===== config.mk =====
export PLATFORM = sky130hd
export DESIGN_NAME = dfr_mem_arbiter
export DESIGN_NICKNAME = d
export VERILOG_FILES = /design/src/rtl/dfr_pkg.sv /design/src/rtl/dfr_prio_pick.sv /design/src/rtl/dfr_mem_arbiter.sv
export SDC_FILE = /design/constraint.sdc
export NUM_CORES = 1
export LEC_CHECK = 0
export ABC_AREA = 1
export CORE_AREA = 3 3 104 106
export DETAILED_ROUTE_END_ITERATION = 8
export DIE_AREA = 0 0 107 109
export PLACE_DENSITY = 0.69
export SYNTH_ARGS = -nofsm -noshare
export SYNTH_HDL_FRONTEND = slang
export SYNTH_HIERARCHICAL = 1
export SYNTH_SLANG_ARGS = --single-unit
export TNS_END_PERCENT = 30

===== constraint.sdc =====
create_clock -name S_AXI_ACLK -period 2.47 [get_ports S_AXI_ACLK]
set_clock_uncertainty 0.2 [all_clocks]
set_input_delay 0.494 -clock S_AXI_ACLK [delete_from_list [all_inputs] [get_ports S_AXI_ACLK]]
set_output_delay 0.494 -clock S_AXI_ACLK [all_outputs]
set_load 0.005 [all_outputs]

===== src/rtl/dfr_pkg.sv =====
// Shared arbiter types: FSM states, requester indices and index-width helper.
// Optional round-robin arbitration is enabled by DFR_ARB_ROUND_ROBIN_EN.
package dfr_pkg;

  typedef enum logic {
    IDLE   = 1'b0,
    LOCKED = 1'b1
  } arb_state_e;

  localparam int REQ_RES_WR = 0;
  localparam int REQ_MM_RD  = 1;
  localparam int REQ_HOST   = 2;

  function automatic int idx_w(input int n);
    return (n > 1) ? $clog2(n) : 1;
  endfunction

endpackage


===== src/rtl/dfr_prio_pick.sv =====
// Circular priority picker: first eligible request at or after start_i.
// Eligible means requested and not masked; result is one-hot or zero.
module dfr_prio_pick
  import dfr_pkg::*;
#(
  parameter int N  = 3,
  parameter int IW = idx_w(N)
) (
  input  logic [N-1:0]  req_i,
  input  logic [N-1:0]  mask_i,
  input  logic [IW-1:0] start_i,
  output logic [N-1:0]  gnt_o
);

  logic [N-1:0] elig;

  assign elig = req_i & ~mask_i;

  // Walk farthest-to-nearest so the nearest eligible index wins.
  always_comb begin
    int s;
    s     = 0;
    gnt_o = '0;
    for (int k = N - 1; k >= 0; k--) begin
      s = (int'(start_i) + k) % N;
      if (elig[s]) begin
        gnt_o    = '0;
        gnt_o[s] = 1'b1;
      end
    end
  end

endmodule


===== src/rtl/dfr_mem_arbiter.sv =====
// Single-port BRAM arbiter with lockable bursts and burst-length fairness.
// Define DFR_ARB_ROUND_ROBIN_EN for round-robin instead of fixed priority.
module dfr_mem_arbiter
  import dfr_pkg::*;
#(
  parameter int NUM_REQ    = 3,
  parameter int ADDR_WIDTH = 14,
  parameter int DATA_WIDTH = 32,
  parameter int MAX_BURST  = 16
) (
  input  logic                          S_AXI_ACLK,
  input  logic                          S_AXI_ARESETN,
  input  logic [NUM_REQ-1:0]            req,
  input  logic [NUM_REQ-1:0]            lock,
  input  logic [NUM_REQ-1:0]            we,
  input  logic [NUM_REQ*ADDR_WIDTH-1:0] addr,
  input  logic [NUM_REQ*DATA_WIDTH-1:0] wdata,
  output logic [NUM_REQ-1:0]            gnt,
  output logic [NUM_REQ-1:0]            rvalid,
  output logic [DATA_WIDTH-1:0]         rdata,
  output logic                          mem_en,
  output logic                          mem_we,
  output logic [ADDR_WIDTH-1:0]         mem_addr,
  output logic [DATA_WIDTH-1:0]         mem_din,
  input  logic [DATA_WIDTH-1:0]         mem_dout,
  output logic                          locked
);

  localparam int IW = idx_w(NUM_REQ);
  localparam int CW = $clog2(MAX_BURST + 1);
  localparam logic [CW-1:0] CMAX = CW'(MAX_BURST);
  localparam logic [CW-1:0] ONE  = CW'(1);

  arb_state_e         state_q, state_d;
  logic [IW-1:0]      owner_q, owner_d;
  logic [CW-1:0]      cnt_q, cnt_d;
  logic [NUM_REQ-1:0] mask_q, mask_d;
  logic [NUM_REQ-1:0] rvalid_q;
  logic [NUM_REQ-1:0] pick_gnt;
  logic [IW-1:0]      pick_idx;
  logic [IW-1:0]      start;
  logic               hold;

`ifdef DFR_ARB_ROUND_ROBIN_EN
  logic [IW-1:0] rr_ptr_q, rr_ptr_d;

  assign start = rr_ptr_q;

  // Round-robin pointer: one past the last requester won in arbitration.
  always_ff @(posedge S_AXI_ACLK or negedge S_AXI_ARESETN) begin
    if (!S_AXI_ARESETN) rr_ptr_q <= '0;
    else                rr_ptr_q <= rr_ptr_d;
  end
`else
  assign start = '0;
`endif

  dfr_prio_pick #(
    .N  (NUM_REQ),
    .IW (IW)
  ) u_pick (
    .req_i   (req),
    .mask_i  (mask_q),
    .start_i (start),
    .gnt_o   (pick_gnt)
  );

  // Encode the picked one-hot grant as an index.
  always_comb begin
    pick_idx = '0;
    for (int i = 0; i < NUM_REQ; i++)
      if (pick_gnt[i]) pick_idx = IW'(i);
  end

  assign hold = (state_q == LOCKED) && req[owner_q] &&
                lock[owner_q] && (cnt_q < CMAX);

  // Grant and next-state: owner keeps the port, else arbitrate fresh.
  always_comb begin
    state_d = IDLE;
    owner_d = owner_q;
    cnt_d   = '0;
    mask_d  = '0;
    gnt     = '0;
`ifdef DFR_ARB_ROUND_ROBIN_EN
    rr_ptr_d = rr_ptr_q;
`endif
    if (hold) begin
      gnt[owner_q] = 1'b1;
      if ((cnt_q + ONE) >= CMAX) begin
        mask_d = gnt;
      end else begin
        state_d = LOCKED;
        cnt_d   = cnt_q + ONE;
      end
    end else if (|pick_gnt) begin
      gnt = pick_gnt;
`ifdef DFR_ARB_ROUND_ROBIN_EN
      if (pick_idx == IW'(NUM_REQ - 1)) rr_ptr_d = '0;
      else                              rr_ptr_d = pick_idx + IW'(1);
`endif
      if (lock[pick_idx]) begin
        owner_d = pick_idx;
        if (MAX_BURST <= 1) begin
          mask_d = pick_gnt;
        end else begin
          state_d = LOCKED;
          cnt_d   = ONE;
        end
      end
    end
  end

  // Route the granted requester's slice onto the BRAM port.
  always_comb begin
    mem_addr = '0;
    mem_din  = '0;
    mem_we   = 1'b0;
    for (int i = 0; i < NUM_REQ; i++) begin
      if (gnt[i]) begin
        mem_addr = addr[i*ADDR_WIDTH +: ADDR_WIDTH];
        mem_din  = wdata[i*DATA_WIDTH +: DATA_WIDTH];
        mem_we   = we[i];
      end
    end
  end

  assign mem_en = |gnt;
  assign rvalid = rvalid_q;
  assign rdata  = mem_dout;
  assign locked = (state_q == LOCKED);

  // Arbiter state and one-cycle-delayed read strobes.
  always_ff @(posedge S_AXI_ACLK or negedge S_AXI_ARESETN) begin
    if (!S_AXI_ARESETN) begin
      state_q  <= IDLE;
      owner_q  <= '0;
      cnt_q    <= '0;
      mask_q   <= '0;
      rvalid_q <= '0;
    end else begin
      state_q  <= state_d;
      owner_q  <= owner_d;
      cnt_q    <= cnt_d;
      mask_q   <= mask_d;
      rvalid_q <= gnt & ~we;
    end
  end

endmodule


* Word-level counts from Yosys, hierarchy flattened
Cells that the tools add are included.
Storage, ports and cells: register bits after elaboration 14, input port bits 181, output and inout port bits 87, logic and storage cells 57
Operators by class: $add $sub $neg 1, $lt $le $gt $ge 5, mux-type cells 34, bitwise gates (word level) 5, reductions and logical operators 7
Operators by type and width (count):
- two-way mux 32 bit | 3
- two-way mux 14 bit | 3
- two-way mux 3 bit | 7
- two-way mux 1 bit | 14
- two-way mux 5 bit | 2
- AND 3 bit | 2
- binary-select mux 1 bit (select 2 bit) | 3
- less-than comparator 2 x 3 -> 1 bit, second input constant | 2
- NOT 3 bit | 2
- OR reduction 3 bit | 2
- adder 5 x 1 -> 5 bit, second input constant | 1
- >= comparator 5 bit, second input constant | 1
- less-than comparator 5 bit, second input constant | 1
- logical AND 1 bit | 4
- AND reduction 3 bit | 1
- demux 1 bit (select 2 bit) | 1
- >= comparator 2 x 1 -> 1 bit, second input constant | 1
- two-way mux 2 bit | 1
- NOT 1 bit | 1

* Longest topological paths before layout
Gate-level depths: netlist of run 1.
depth after elaboration 12, gate-level depth with buffers 18, mapped depth without buffers 16

* By module
Netlist of run 1, hierarchy kept.
By module, submodules not included:
- dfr_mem_arbiter | times used 1, cells an instance 464, area an instance 2374.8 µm², sequential area each 350.3 µm²
- dfr_prio_pick | times used 1, cells an instance 49, area an instance 254.0 µm², sequential area each 0.0 µm²

* Worst setup path before layout of run 1
No wires, ideal clock.
path kind input to output, start point in req[0], end point out mem_addr[10], data arrival time 1.691 ns, data required time 1.776 ns, slack 0.085 ns, stages 13, path buffers 1, cells stage by stage nand2_1 o211ai_1 nand2_2 clkinv_1 nand2_1 nand2_1 inv_1 nand2_1 clkbuf_1 nand3_1 nor2_1 nor2_1 nor2_1
Between the ends: elaborated cells between the ends (all ways) 13, those cells by class mux (8); bitwise (1); reduce/logical (4)
RTL lines:
- start: declaration | RTL line dfr_mem_arbiter.sv:13 | input logic [NUM_REQ-1:0] req,
- AND 3 bit (*) | RTL line dfr_prio_pick.sv:17 | assign elig = req_i & ~mask_i;
- two-way mux 3 bit (*) | RTL line dfr_prio_pick.sv:26 | if (elig[s]) begin
- named net pick_gnt[0] | RTL line dfr_mem_arbiter.sv:39 | logic [NUM_REQ-1:0] pick_gnt;
- OR reduction 3 bit | RTL line dfr_mem_arbiter.sv:96 | end else if (|pick_gnt) begin
- two-way mux 3 bit (*) | RTL line dfr_mem_arbiter.sv:96
- two-way mux 3 bit (*) | RTL line dfr_mem_arbiter.sv:88 | if (hold) begin
- two-way mux 14 bit (2 in a row) | RTL line dfr_mem_arbiter.sv:120 | if (gnt[i]) begin
- two-way mux 14 bit (*) | RTL line dfr_mem_arbiter.sv:120
- end: declaration | RTL line dfr_mem_arbiter.sv:23 | output logic [ADDR_WIDTH-1:0] mem_addr,
Mark *: on every way through the listed nets, which the timed path passes. The rest lies on a longest branch. The select of a mux whose other input is x is not followed.

* Worst setup path after layout of run 1
start point in req[1], end point out mem_addr[8]
Between the ends: longest elaborated chain between the ends 9, elaborated cells between the ends (all ways) 14, those cells by class mux (9); bitwise (1); reduce/logical (4)
Ends and longest elaborated chain (RTL line):
- AND 3 bit (*) | dfr_prio_pick.sv:17
- two-way mux 3 bit (*) (2 in a row) | dfr_prio_pick.sv:26
- named net pick_gnt[1] | dfr_mem_arbiter.sv:39
- OR reduction 3 bit | dfr_mem_arbiter.sv:96
- two-way mux 3 bit (*) | dfr_mem_arbiter.sv:96
- two-way mux 3 bit (*) | dfr_mem_arbiter.sv:88
- two-way mux 14 bit (2 in a row) | dfr_mem_arbiter.sv:120
- two-way mux 14 bit (*) | dfr_mem_arbiter.sv:120
Marked as above.

==> results of run 1 <==
[worst max-delay path, delay by kind of cell]
kind | cells | cell delay [ns]
buf+inv | 4 | 0.70
simple gates | 12 | 0.99
[worst max-delay path by stage]
stage	cells after the start	end
finish	16	mem_addr[8]
global route	15	mem_din[9]
CTS	16	mem_din[31]
global placement	15	mem_addr[11]
floorplan	13	mem_addr[10]
detailed placement	15	mem_addr[11]
[cell usage after synthesis (3+ instances only)]
| cell type | number | area (sq um) |
|---|---|---|
| nand4_1 | 3 | 18.8 |
| nand3_1 | 62 | 310 |
| o21ai_0 | 4 | 20.0 |
| buf_6 | 6 | 67.6 |
| buf_2 | 13 | 65.1 |
| ha_1 | 5 | 62.6 |
| nor2_1 | 197 | 739 |
| buf_4 | 40 | 300 |
| dfrtp_1 | 14 | 350 |
| inv_1 | 13 | 48.8 |
| inv_2 | 4 | 15.0 |
| nand2_1 | 131 | 492 |
| clkbuf_1 | 3 | 11.3 |
[cell usage in the layout (no fill, tap or decap), types with 12 or more instances in the layout]
cell type,count
buf_2,37
clkdlybuf4s50_1,146
nand2_1,111
dfrtp_1,14
nor2_1,174
nor2_2,19
nand3_2,12
buf_4,38
nand3_1,48
buf_12,16
nand2_2,16
[cells by family after synthesis]
group	count (synthesis)
xor+xnor	3
flops	14
simple gates	402
other cells	1
fa+ha+maj	5
compound gates	7
buf+inv	81
[layout make-up]
cell class / count / area, sq um
clock buffers: 4 / 55.1
fillers: 937 / 4400
multi-input cells: 424 / 2060
flip-flops and latches: 14 / 350
inverters: 19 / 71.3
repair buffers: 273 / 2760
well taps: 133 / 166
[what timing repair did]
item                                    4_1_cts  5_1_grt
resized for setup                           182      125
buffers inserted                             22       10
endpoints found under the setup margin       51       51
hold endpoints to repair                      0        0
gates cloned                                  9        4
pin swaps                                    19       56
[metrics by stage]
| step | util | worst slack, ns |
|---|---|---|
| after floorplan | - | 0.0848 |
| after global placement | 0.482 | -1.03 |
| after detailed placement | 0.482 | -1.06 |
| after CTS | 0.542 | -0.476 |
| after global routing | 0.554 | -0.544 |
| final | 0.554 | -0.418 |
[registers in the layout, indices dropped and copies added, names as in the netlist]
| name | flops |
|---|---|
| mask_q | 3 |
| cnt_q | 5 |
| rvalid | 3 |
| locked | 1 |
| owner_q | 2 |
[per-layer routing]
metal,track usage,vias to the layer above,part of all wire
met3,0.0438,34,0.088
met1,0.221,1768,0.38
met5,0,-,0
li1,-,1984,-
met4,0.0393,0,0.019
met2,0.361,202,0.51
[report_power, final]
part           switching, mW  internal, mW  total (mW)
Clock                 0.0753         0.141       0.216
Combinational           1.24          1.39        2.63
Sequential            0.0238         0.262       0.285
==> qor.yml, run 1 <==
diodes: 0
ys_ff_latch: 14
root_buffer: "clkbuf_8"
synth_top_family_by_area: "simple AND/OR/NAND/NOR gates"
io_pins: 268
drive_gt1_frac: 0.268
grt_overflow_total: 0
max_stage_delay_ns: 0.22
grt_max_degree: 25
portBuffers: 203
drcViolationCount: 0
synth_cell_types: 27
worst_r2r_startpoint: "mask_q[0]"
path_max_fanout: 12
holdPathStages: 1
holdPathEnd: "cnt_q[0]"
r2r-end: "cnt_q[0]"
dp_cells: 824
critical_path.slowest_cell: "clkdlybuf4s15_2"
dp_hpwl_microns: 8040
grt_pass1_vias: 3826
synthFlopType: "dfrtp_1"
peakVddDrop_uv: 253
finalCriticalPeriod_ns: 2.89
startpoint_type: "input pin"
tns_ns: -15.73
required_ns: 1.78
hold_viol: 0
whs_ns: 0.329
area_growth_pct: 108
synth-simple-area-share: 0.620
worst_hold_startpoint: "cnt_q[0]"
wl_microns: 12400
grt_antenna_before_repair: 0
setup_violations: 50
tightest_slew_ns: 0.605
worstSetupStartpoint: "req[1]"
status: "complete, but fails checks"
die_h_microns: 109
routedWlPerCell_microns: 14.3
reg2reg_depth: 13
viasPerCell: 4.60
grt_setup_unrepaired: "yes"
hp-class: "flip-flop to flip-flop"
track_usage: 0.191
finalWorstSetupSlack_ns: -0.418
synth_mux_area_frac: 0
syn_area_sq_um: 2630
post-route-period-util: 1.17
clk_pin_slew_ns: 0.05
grt_pass1_wl_microns: 18200
place_congestion: 0.932
path_class: "input pin to output port"
first_pass_iters: 4
synth_edf_count: 0
design_area_sq_um: 5470
p_total_mw: 3.13
avgSynthCellArea_sq_um: 5.12
die-area_sq_um: 11700
cp-end-kind: "output port"
maxSlewViolCount: 0
clockBufferDepth: 2
cp.arrival_ns: 2.19
drv_cap: 0
p_leak_nw: 2.67
slew_headroom: 0.596
synth_seq_area_share: 0.133
postPlaceCellArea_sq_um: 4760
cts_tree: "done"
synth_xor_area_frac: 0.0100
ys_async_sr_fraction: 1.00
synthAdderAreaFrac: 0.0238
core-area_sq_um: 9860
syn_inst: 513
ctsHoldBuffers: 0
rrSetupSlack_ns: 0.40
yosys_warnings: 6
violations: "negative setup slack"
start_util: 0.266
clock_sinks: 14
initialDrtViolationCount: 213
crit_top_cell: "nand2_2"
cts_made_buffers: 3
row_count: 36
nets: 921
vias: 3988
instances_no_fill: 867
clkLatencyLatePin_ns: 0.24
htree_levels: 1
antenna_left: 0
dieWidth_microns: 107
fmax_mhz: 346
crit_chain: "clkdlybuf4s15_2 > nand3_2 > nand3b_4 > nand2_2 > nand2_1 > nand3_2 > nand2_2 > nand2_4 > nand2_8 > buf_4 > buf_16 > nand2_1 > nand2_2 > nor2_1 > nor2_1 > clkdlybuf4s15_2"
synth_compound_area_frac: 0.0157
power_density_nw_per_um2: 573
(Power assumes the default switching activity.)
==> inputs of run 2 (changes only) <==
--- a/config.mk
+++ b/config.mk
@@ -10,6 +10,7 @@
 export DETAILED_ROUTE_END_ITERATION = 8
 export DIE_AREA = 0 0 107 109
 export PLACE_DENSITY = 0.69
+export SKIP_CTS_REPAIR_TIMING = 1
 export SYNTH_ARGS = -nofsm -noshare
 export SYNTH_HDL_FRONTEND = slang
 export SYNTH_HIERARCHICAL = 1
==> run 2 against run 1 <==
  * The run still ends with negative setup slack left
  * Routed wire length grew 3.0%
  * Die area did not move
  * Core utilization rose by 2.9 points
  * Fmax decreased by 4.0%
  * Critical path depth grew 2
  * Largest cell class unchanged
  * Sequential power increased by 1%
  * Design area grew 5.3%
  * Non-clock buffer count rose by 28
  * Highest routed layer unchanged
  * Global-route usage down 2.9 points
  * Clock-buffer cell count is the same
  * Cell count up 3.2%
  * Flip-flop and latch count unchanged
==> qor.yml, run 2 (synthesis gave the netlist of run 1 again) <==
status: "complete, but fails checks"  # unchanged
violations: "negative setup slack"  # unchanged
area_growth_pct: 119  # was 108%
path_class: "flip-flop to output port"  # was input pin to output port
peakVddDrop_uv: 275  # was 253 uV
cts_made_buffers: 3  # unchanged
power_density_nw_per_um2: 573  # about the same
portBuffers: 203  # unchanged
antenna_left: 0  # unchanged
path_max_fanout: 6  # was 12
root_buffer: "clkbuf_8"  # unchanged
instances_no_fill: 895  # was 867
p_seq_frac: 0.087  # was 0.091
top_register: "cnt_q"  # unchanged
drv_cap: 0  # unchanged
track_usage: 0.162  # was 0.191
viasPerCell: 4.53  # was 4.60
p_leak_nw: 3.12  # was 2.67 nW
routedWlPerCell_microns: 14.3  # about the same
finalWorstSetupSlack_ns: -0.540  # was -0.418 ns
dp_hpwl_microns: 8040  # unchanged
die_h_microns: 109  # unchanged
clockBufferDepth: 2  # unchanged
vias: 4052  # was 3988
die-area_sq_um: 11700  # unchanged
grt_overflow_total: 0  # unchanged
htree_levels: 1  # unchanged
maxSlewViolCount: 0  # unchanged
place_congestion: 0.932  # unchanged
initialDrtViolationCount: 200  # was 213
required_ns: 1.78  # about the same
finalCriticalPeriod_ns: 3.01  # was 2.89 ns
grt_pass1_wl_microns: 15900  # was 18200 microns
postPlaceCellArea_sq_um: 4760  # unchanged
cts_tree: "done"  # unchanged
start_util: 0.266  # unchanged
nets: 949  # was 921
reg2reg_depth: 13  # unchanged
p_total_mw: 3.30  # was 3.13 mW
hp-class: "flip-flop to flip-flop"  # unchanged
wl_microns: 12800  # was 12400 microns
p_comb_frac: 0.846  # was 0.840
grt_pass1_vias: 3500  # was 3826
tns_ns: -22.11  # was -15.73 ns
dp_cells: 824  # unchanged
fmax_mhz: 332  # was 346 MHz
core-area_sq_um: 9860  # unchanged
tightest_slew_ns: 0.615  # was 0.605 ns
grt_setup_unrepaired: "yes"  # unchanged
p_clk_frac: 0.067  # was 0.069
first_pass_iters: 5  # was 4
drcViolationCount: 0  # unchanged
dieWidth_microns: 107  # unchanged
clock_sinks: 14  # unchanged
slew_headroom: 0.588  # was 0.596
hold_viol: 0  # unchanged
setup_violations: 51  # was 50
preCtsSetupSlack_ns: -1.06  # unchanged
internal_power_mw: 1.96  # was 1.79 mW
row_count: 36  # unchanged
io_pins: 268  # unchanged
switching_share: 0.405  # was 0.427
p_switching_mw: 1.34  # about the same
clkLatencyLatePin_ns: 0.24  # about the same
final_common_cell: "nor2_1"  # unchanged
clk_pin_slew_ns: 0.06  # was 0.05 ns
layout_common_cells: "nor2_1, clkdlybuf4s50_1, nand2_1"  # unchanged
diodes: 0  # unchanged
holdPathStages: 1  # unchanged
drive_gt1_frac: 0.234  # was 0.268
cp.arrival_ns: 2.32  # was 2.19 ns
design_area_sq_um: 5750  # was 5470 sq um
fin_util: 0.583  # was 0.554
largest_reg_flops: 5  # unchanged
grt_antenna_before_repair: 0  # unchanged
whs_ns: 0.330  # was 0.329 ns
grt_max_degree: 50  # was 25
post-route-period-util: 1.22  # was 1.17
startpoint_type: "flip-flop"  # was input pin
fillers: 913  # was 937
cp-end-kind: "output port"  # unchanged
-- run 2: routing by layer --
metal,up-vias,global-route usage,share of wire,wire (microns)
met5,-,0,0,0
met4,0,0.0374,0.012,153
li1,2043,-,-,-
met3,18,0.0444,0.085,1090
met1,1800,0.190,0.39,4960
met2,191,0.295,0.52,6610
-- run 2: path summary, 6_finish.rpt --
path / from / end / slack, ns
max: mask_q[0] / mem_addr[11] / -0.54
min: cnt_q[0] / cnt_q[0] / 0.33
max reg2reg: mask_q[0] / cnt_q[0] / 0.38
min reg2reg: cnt_q[0] / cnt_q[0] / 0.33
max in group asynchronous: S_AXI_ARESETN / mask_q[2] / 1.24
min in group asynchronous: S_AXI_ARESETN / rvalid[0] / 0.43
-- run 2: critical path, stage by stage (launching register included) --
cell and delay, ns:
dfrtp_1 0.37, inv_2 0.06, nand2_2 0.06, o211ai_1 0.22
nand2_2 0.13, inv_2 0.09, nand2_2 0.05, nand2_2 0.07
inv_2 0.04, nand2_4 0.10, buf_6 0.11, clkbuf_16 0.11
buf_8 0.10, buf_6 0.09, nand3_2 0.04, nor2_1 0.10
nor2_1 0.04, nor2_1 0.15, buf_2 0.14
-- run 2: power by group through the flow --
stage                     clock network (mW)  logic [mW]  registers [mW]
after floorplan                            0        1.03           0.288
after global placement                     0        2.15           0.287
after detailed placement                   0        2.16           0.288
after CTS                              0.224        2.18           0.284
after global routing                   0.238        3.04           0.293
final                                  0.220        2.79           0.289
-- run 2: cell type report --
| class | count | area [sq um] | area share |
|---|---|---|---|
| clock buffers | 4 | 55.1 | 0.00957 |
| repair buffers | 301 | 3170 | 0.551 |
| inverters | 19 | 71.3 | 0.0124 |
| well taps | 133 | 166 | 0.0289 |
| flip-flops and latches | 14 | 350 | 0.0609 |
| multi-input cells | 424 | 1940 | 0.337 |
==> inputs of run 3 (changes only) <==
==> constraint.sdc (replaced) <==
create_clock -name S_AXI_ACLK -period 3.8 [get_ports S_AXI_ACLK]
set_clock_uncertainty 0.2 [all_clocks]
set_input_delay 0.76 -clock S_AXI_ACLK [delete_from_list [all_inputs] [get_ports S_AXI_ACLK]]
set_output_delay 0.76 -clock S_AXI_ACLK [all_outputs]
set_load 0.005 [all_outputs]
==> run 3 against run 2 <==
  * The flow now finishes without violations
  * Design area down 0.70%
  * Clock power down 45%
  * Combinational power down 36%
  * Core utilization down 0.41 points
  * Worst setup slack better by 0.72 ns
  * Highest routed layer unchanged
  * Clock-buffer cell count down 1
  * Cell count down 2.0%
==> qor.yml, run 3 (synthesis gave the netlist of run 1 again) <==
hp-class: "flip-flop to flip-flop"  # unchanged
initialDrtViolationCount: 212  # was 200
first_pass_iters: 4  # was 5
tns_ns: 0  # was -22.11 ns
fmax_mhz: 276
finalCriticalPeriod_ns: 3.62
clkLatencyLatePin_ns: 0.24  # about the same
tightest_slew_ns: 0.641  # was 0.615 ns
grt_max_degree: 51  # was 50
root_buffer: "clkbuf_8"  # unchanged
hold_viol: 0  # unchanged
area_growth_pct: 117  # was 119%
p_leak_nw: 3.26  # was 3.12 nW
grt_pass1_vias: 3479  # was 3500
vias: 4052  # unchanged
core-area_sq_um: 9860  # unchanged
viasPerCell: 4.62  # was 4.53
layout_common_cells: "nor2_1, clkdlybuf4s50_1, nand2_1"  # unchanged
wl_microns: 13400  # was 12800 microns
postPlaceCellArea_sq_um: 4710  # was 4760 sq um
clockBufferDepth: 2  # unchanged
cts_tree: "done"  # unchanged
portBuffers: 203  # unchanged
clk_pin_slew_ns: 0.06  # about the same
p_total_mw: 2.09  # was 3.30 mW
place_congestion: 0.832  # was 0.932
required_ns: 2.84  # was 1.78 ns
drive_gt1_frac: 0.153  # was 0.234
design_area_sq_um: 5710  # was 5750 sq um
clock_sinks: 14  # unchanged
peakVddDrop_uv: 142  # was 275 uV
drcViolationCount: 0  # unchanged
power_density_nw_per_um2: 366  # was 573 nW/um^2
track_usage: 0.164  # was 0.162
top_register: "cnt_q"  # unchanged
die_h_microns: 109  # unchanged
grt_pass1_wl_microns: 15900  # about the same
start_util: 0.266  # unchanged
whs_ns: 0.363  # was 0.330 ns
rrSetupSlack_ns: 1.76  # was 0.38 ns
largest_reg_flops: 5  # unchanged
preCtsSetupSlack_ns: -0.300  # was -1.06 ns
post-route-period-util: 0.954
maxSlewViolCount: 0  # unchanged
path_class: "input pin to output port"  # was flip-flop to output port
diodes: 0  # unchanged
die-area_sq_um: 11700  # unchanged
htree_levels: 1  # unchanged
drv_cap: 0  # unchanged
startpoint_type: "input pin"  # was flip-flop
routedWlPerCell_microns: 15.2  # was 14.3 microns
nets: 932  # was 949
row_count: 36  # unchanged
io_pins: 268  # unchanged
dp_hpwl_microns: 8100  # was 8040 microns
status: "complete, no violations"  # was complete, but fails checks
grt_setup_unrepaired: "no"  # was yes
slew_headroom: 0.571  # was 0.588
finalWorstSetupSlack_ns: 0.176  # was -0.540 ns
grt_overflow_total: 0  # unchanged
cp-end-kind: "output port"  # unchanged
setup_violations: 0  # was 51
path_max_fanout: 12  # was 6
final_common_cell: "nor2_1"  # unchanged
grt_antenna_before_repair: 0  # unchanged
dieWidth_microns: 107  # unchanged
cp.arrival_ns: 2.66  # was 2.32 ns
cts_made_buffers: 3  # unchanged
antenna_left: 0  # unchanged
-- run 3: cell count changes in the layout (fill, tap and decap cells not counted), sizes merged --
cell	delta
buf	-32
clkinv	+1
dlymetal6s2s	+22
clkdlybuf4s50	+3
inv	-1
clkbuf	-12
nand2	+1
-- run 3: layout make-up --
class,count,area (sq um)
clock buffer,3,41.3
inverter,19,71.3
tap,133,166
multi-input combinational,425,1910
fill,898,4150
sequential,14,350
timing repair buffer,283,3180
-- run 3: worst paths after layout --
check                               from         end  cells past startpoint
max                               req[0]      mem_en                     14
min                             cnt_q[3]    cnt_q[3]                      2
max reg2reg                    mask_q[0]   rvalid[2]                     13
min reg2reg                     cnt_q[3]    cnt_q[3]                      2
max in group asynchronous  S_AXI_ARESETN  owner_q[0]                      1
min in group asynchronous  S_AXI_ARESETN   rvalid[2]                      1
-- run 3: through the flow --
step | std cells | util
finish | 877 | 0.579
floorplan | 519 | -
global route | 877 | 0.579
CTS | 820 | 0.481
detailed placement | 817 | 0.477
global placement | 817 | 0.477
-- run 3: power breakdown --
part	internal, mW	switching [mW]	total (mW)
logic	0.997	0.781	1.78
registers	0.170	0.0217	0.192
clock network	0.0700	0.0510	0.121
total	1.24	0.854	2.09
-- run 3: per-layer routing --
metal,up-vias,wire length [microns],GRT usage
met5,-,0,0
met4,0,283,0.0411
met3,29,1130,0.0420
met2,192,6850,0.292
met1,1825,5090,0.197
li1,2006,-,-
-- run 3: worst max-delay path: stages --
cell             delay (ns)
dlymetal6s2s_1         0.11
nand2_1                0.08
o211ai_1               0.25
nand2_2                0.13
nand3_2                0.08
nand2_2                0.08
nand2_2                0.06
inv_2                  0.04
nor2_4                 0.15
clkbuf_16              0.16
buf_12                 0.10
buf_12                 0.12
nand3_1                0.08
clkdlybuf4s50_1        0.45
==> patch: new RTL, config.mk and constraints of run 3 <==
Add a define of `DFR_ARB_ROUND_ROBIN_EN`.
--- a/src/rtl/dfr_mem_arbiter.sv
+++ b/src/rtl/dfr_mem_arbiter.sv
@@ -1,5 +1,7 @@
 // Single-port BRAM arbiter with lockable bursts and burst-length fairness.
 // Define DFR_ARB_ROUND_ROBIN_EN for round-robin instead of fixed priority.
+`define DFR_ARB_ROUND_ROBIN_EN
+
 module dfr_mem_arbiter
   import dfr_pkg::*;
 #(
Formal check against the unedited RTL: not equivalent (Yosys sat finds a counterexample within 4 cycles, from zero or initial values and one cycle with S_AXI_ARESETN low).
==> patch against run 3 <==
- synthesized area is 3.2% higher
- worst hold slack worse by 0.050 ns
- design area is 4.7% lower
- via count is 1.9% lower
- wire length is 3.7% lower
- final cell count is 2.5% lower
- sequential cell count is 2 higher
- worst setup slack worse by 0.11 ns
- global-route usage is 0.56 points higher
- maximum frequency is 2.9% lower
- largest cell class unchanged
- highest routed layer unchanged
Power is left out: it rests on default switching activity, and per cell area and clock period it moved more than threefold.
==> patch: results (changes against run 3) <==
STATUS='finished clean'  # unchanged
CLOCK_TREE_AREA_FRACTION_PCT=1.011  # was 0.7226%
GLOBALROUTEMET2UTIL_PCT=31.83  # was 29.18%
FINALNETCOUNT=909  # was 932
CLOCK_BUFFER_INSTANCE_COUNT_OF_THE_FINAL_LAYOUT=4  # was 3
CLOCK_SINK_COUNT=16  # was 14
R2R-START='rr_ptr_q[0]'  # was mask_q[0]
SYNTHADDERAREAFRAC_PCT=2.305  # was 2.380%
WL_PER_CELL_UM=15.05  # was 15.23 um
YOSYSTOPAREACELLSHARE_PCT=27.94  # was 28.13%
POST-PLACE-WS_NS=-0.4139  # was -0.3003 ns
SYNTH_SEQ_AREA_SHARE_PCT=14.75  # was 13.33%
ROUTED-VIA-COUNT=3977  # was 4052
INVERTERS=26  # was 19
AREA.SEQUENTIAL_UM2=400.4  # was 350.3 um^2
WORST-R2R-CELL-COUNT=18  # was 13
MAXIMUM_NUMBER_OF_PINS_ON_ONE_NET_BEFORE_GLOBAL_ROUTE_REPAIR=54  # was 51
WORST-PATH-MAX-FANOUT=10  # was 12
SYNTH_XOR_AREA_SHARE_PCT=0.9682  # was 0.9995%
PLACEDCELLCOUNT=832  # was 817
YOSYS-TOP-CELLS-COUNT='202 x sky130_fd_sc_hd__nor2_1, 130 x sky130_fd_sc_hd__nand2_1, 60 x sky130_fd_sc_hd__nand3_1, 39 x sky130_fd_sc_hd__buf_4, 20 x sky130_fd_sc_hd__inv_1'  # was 197 x sky130_fd_sc_hd__nor2_1, 131 x sky130_fd_sc_hd__nand2_1, 62 x sky130_fd_sc_hd__nand3_1, 40 x sky130_fd_sc_hd__buf_4, 14 x sky130_fd_sc_hd__dfrtp_1
FILLERINSTANCES=909  # was 898
MULTI_INPUT_COMB_CELLS=426  # was 425
GRT_UTIL_MET1_PCT=19.84  # was 19.66%
FINAL.SIGNAL_BUFFER_COUNT=250  # was 283
GRT_PASS1_VIAS=3551  # was 3479
SIGNAL_BUFFER_AREA_FRACTION_PCT=50.97  # was 55.59%
DRT-TOTAL-WL_MM=12.87  # was 13.36 mm
GROUTE.USAGE.OVERALL_PCT=16.93  # was 16.37%
R2R_SLACK_NS=1.00  # was 1.76 ns
GRT_FIRST_PASS_WIRELENGTH_MM=16.30  # was 15.90 mm
MULTI_INPUT_AREA_SHARE_PCT=35.64  # was 33.39%
POST_SYNTH_NUM_CELL_TYPES=28  # was 27
SYNTH_COMPOUND_AREA_SHARE_PCT=2.720  # was 1.571%
ROUTABILITYCONGESTION=0.8225  # was 0.8317
==> patch: cell count changes after synthesis, sizes merged <==
cell,delta
nand4,-2
a21oi,+1
clkbuf,+1
nand3,-1
dfrtp,+2
o21ai,+4
o211ai,+1
inv,+6
buf,-1
nor2,+5
==> patch: critical path, cell delays in order <==
cell                              delay (ns)
sky130_fd_sc_hd__clkdlybuf4s50_1        0.48
sky130_fd_sc_hd__nand2_1                0.10
sky130_fd_sc_hd__a21oi_2                0.21
sky130_fd_sc_hd__nand3_4                0.15
sky130_fd_sc_hd__nand2_2                0.12
sky130_fd_sc_hd__nand2_4                0.10
sky130_fd_sc_hd__inv_4                  0.12
sky130_fd_sc_hd__buf_6                  0.18
sky130_fd_sc_hd__nand3_1                0.10
sky130_fd_sc_hd__clkdlybuf4s50_1        0.45
==> patch: how the worst min path moves through the flow <==
stage                    end  slack (ns)  depth (start not counted)
floorplan           cnt_q[0]        0.26                          0
global placement    cnt_q[0]        0.30                          1
detailed placement  cnt_q[0]        0.30                          1
CTS                 cnt_q[0]        0.31                          1
global route        cnt_q[0]        0.37                          1
finish              cnt_q[0]        0.31                          1
==> patch: stage by stage <==
stage          setup TNS (ns)  hold slack (ns)  instance area (um^2)  util, %
6_report                    0           0.3133                  5445    55.20
5_1_grt              -0.06862           0.3700                  5445    55.20
4_1_cts                -18.55           0.3143                  4888    49.56
3_5_place_dp           -17.97           0.3027                  4833    49.00
3_3_place_gp           -14.44           0.2976                  4833    49.00
2_1_floorplan               0           0.2644                  2714        -
==> patch: cells by family (layout without fill, tap and decap cells) <==
logic type / after synthesis / after routing
other: 1 / 1
buffers and inverters: 87 / 280
AND/OR/NAND/NOR: 404 / 404
flip-flops: 16 / 16
adder cells (fa/ha/maj): 5 / 5
AO/OA/AOI/OAI: 13 / 13
XOR/XNOR: 3 / 3
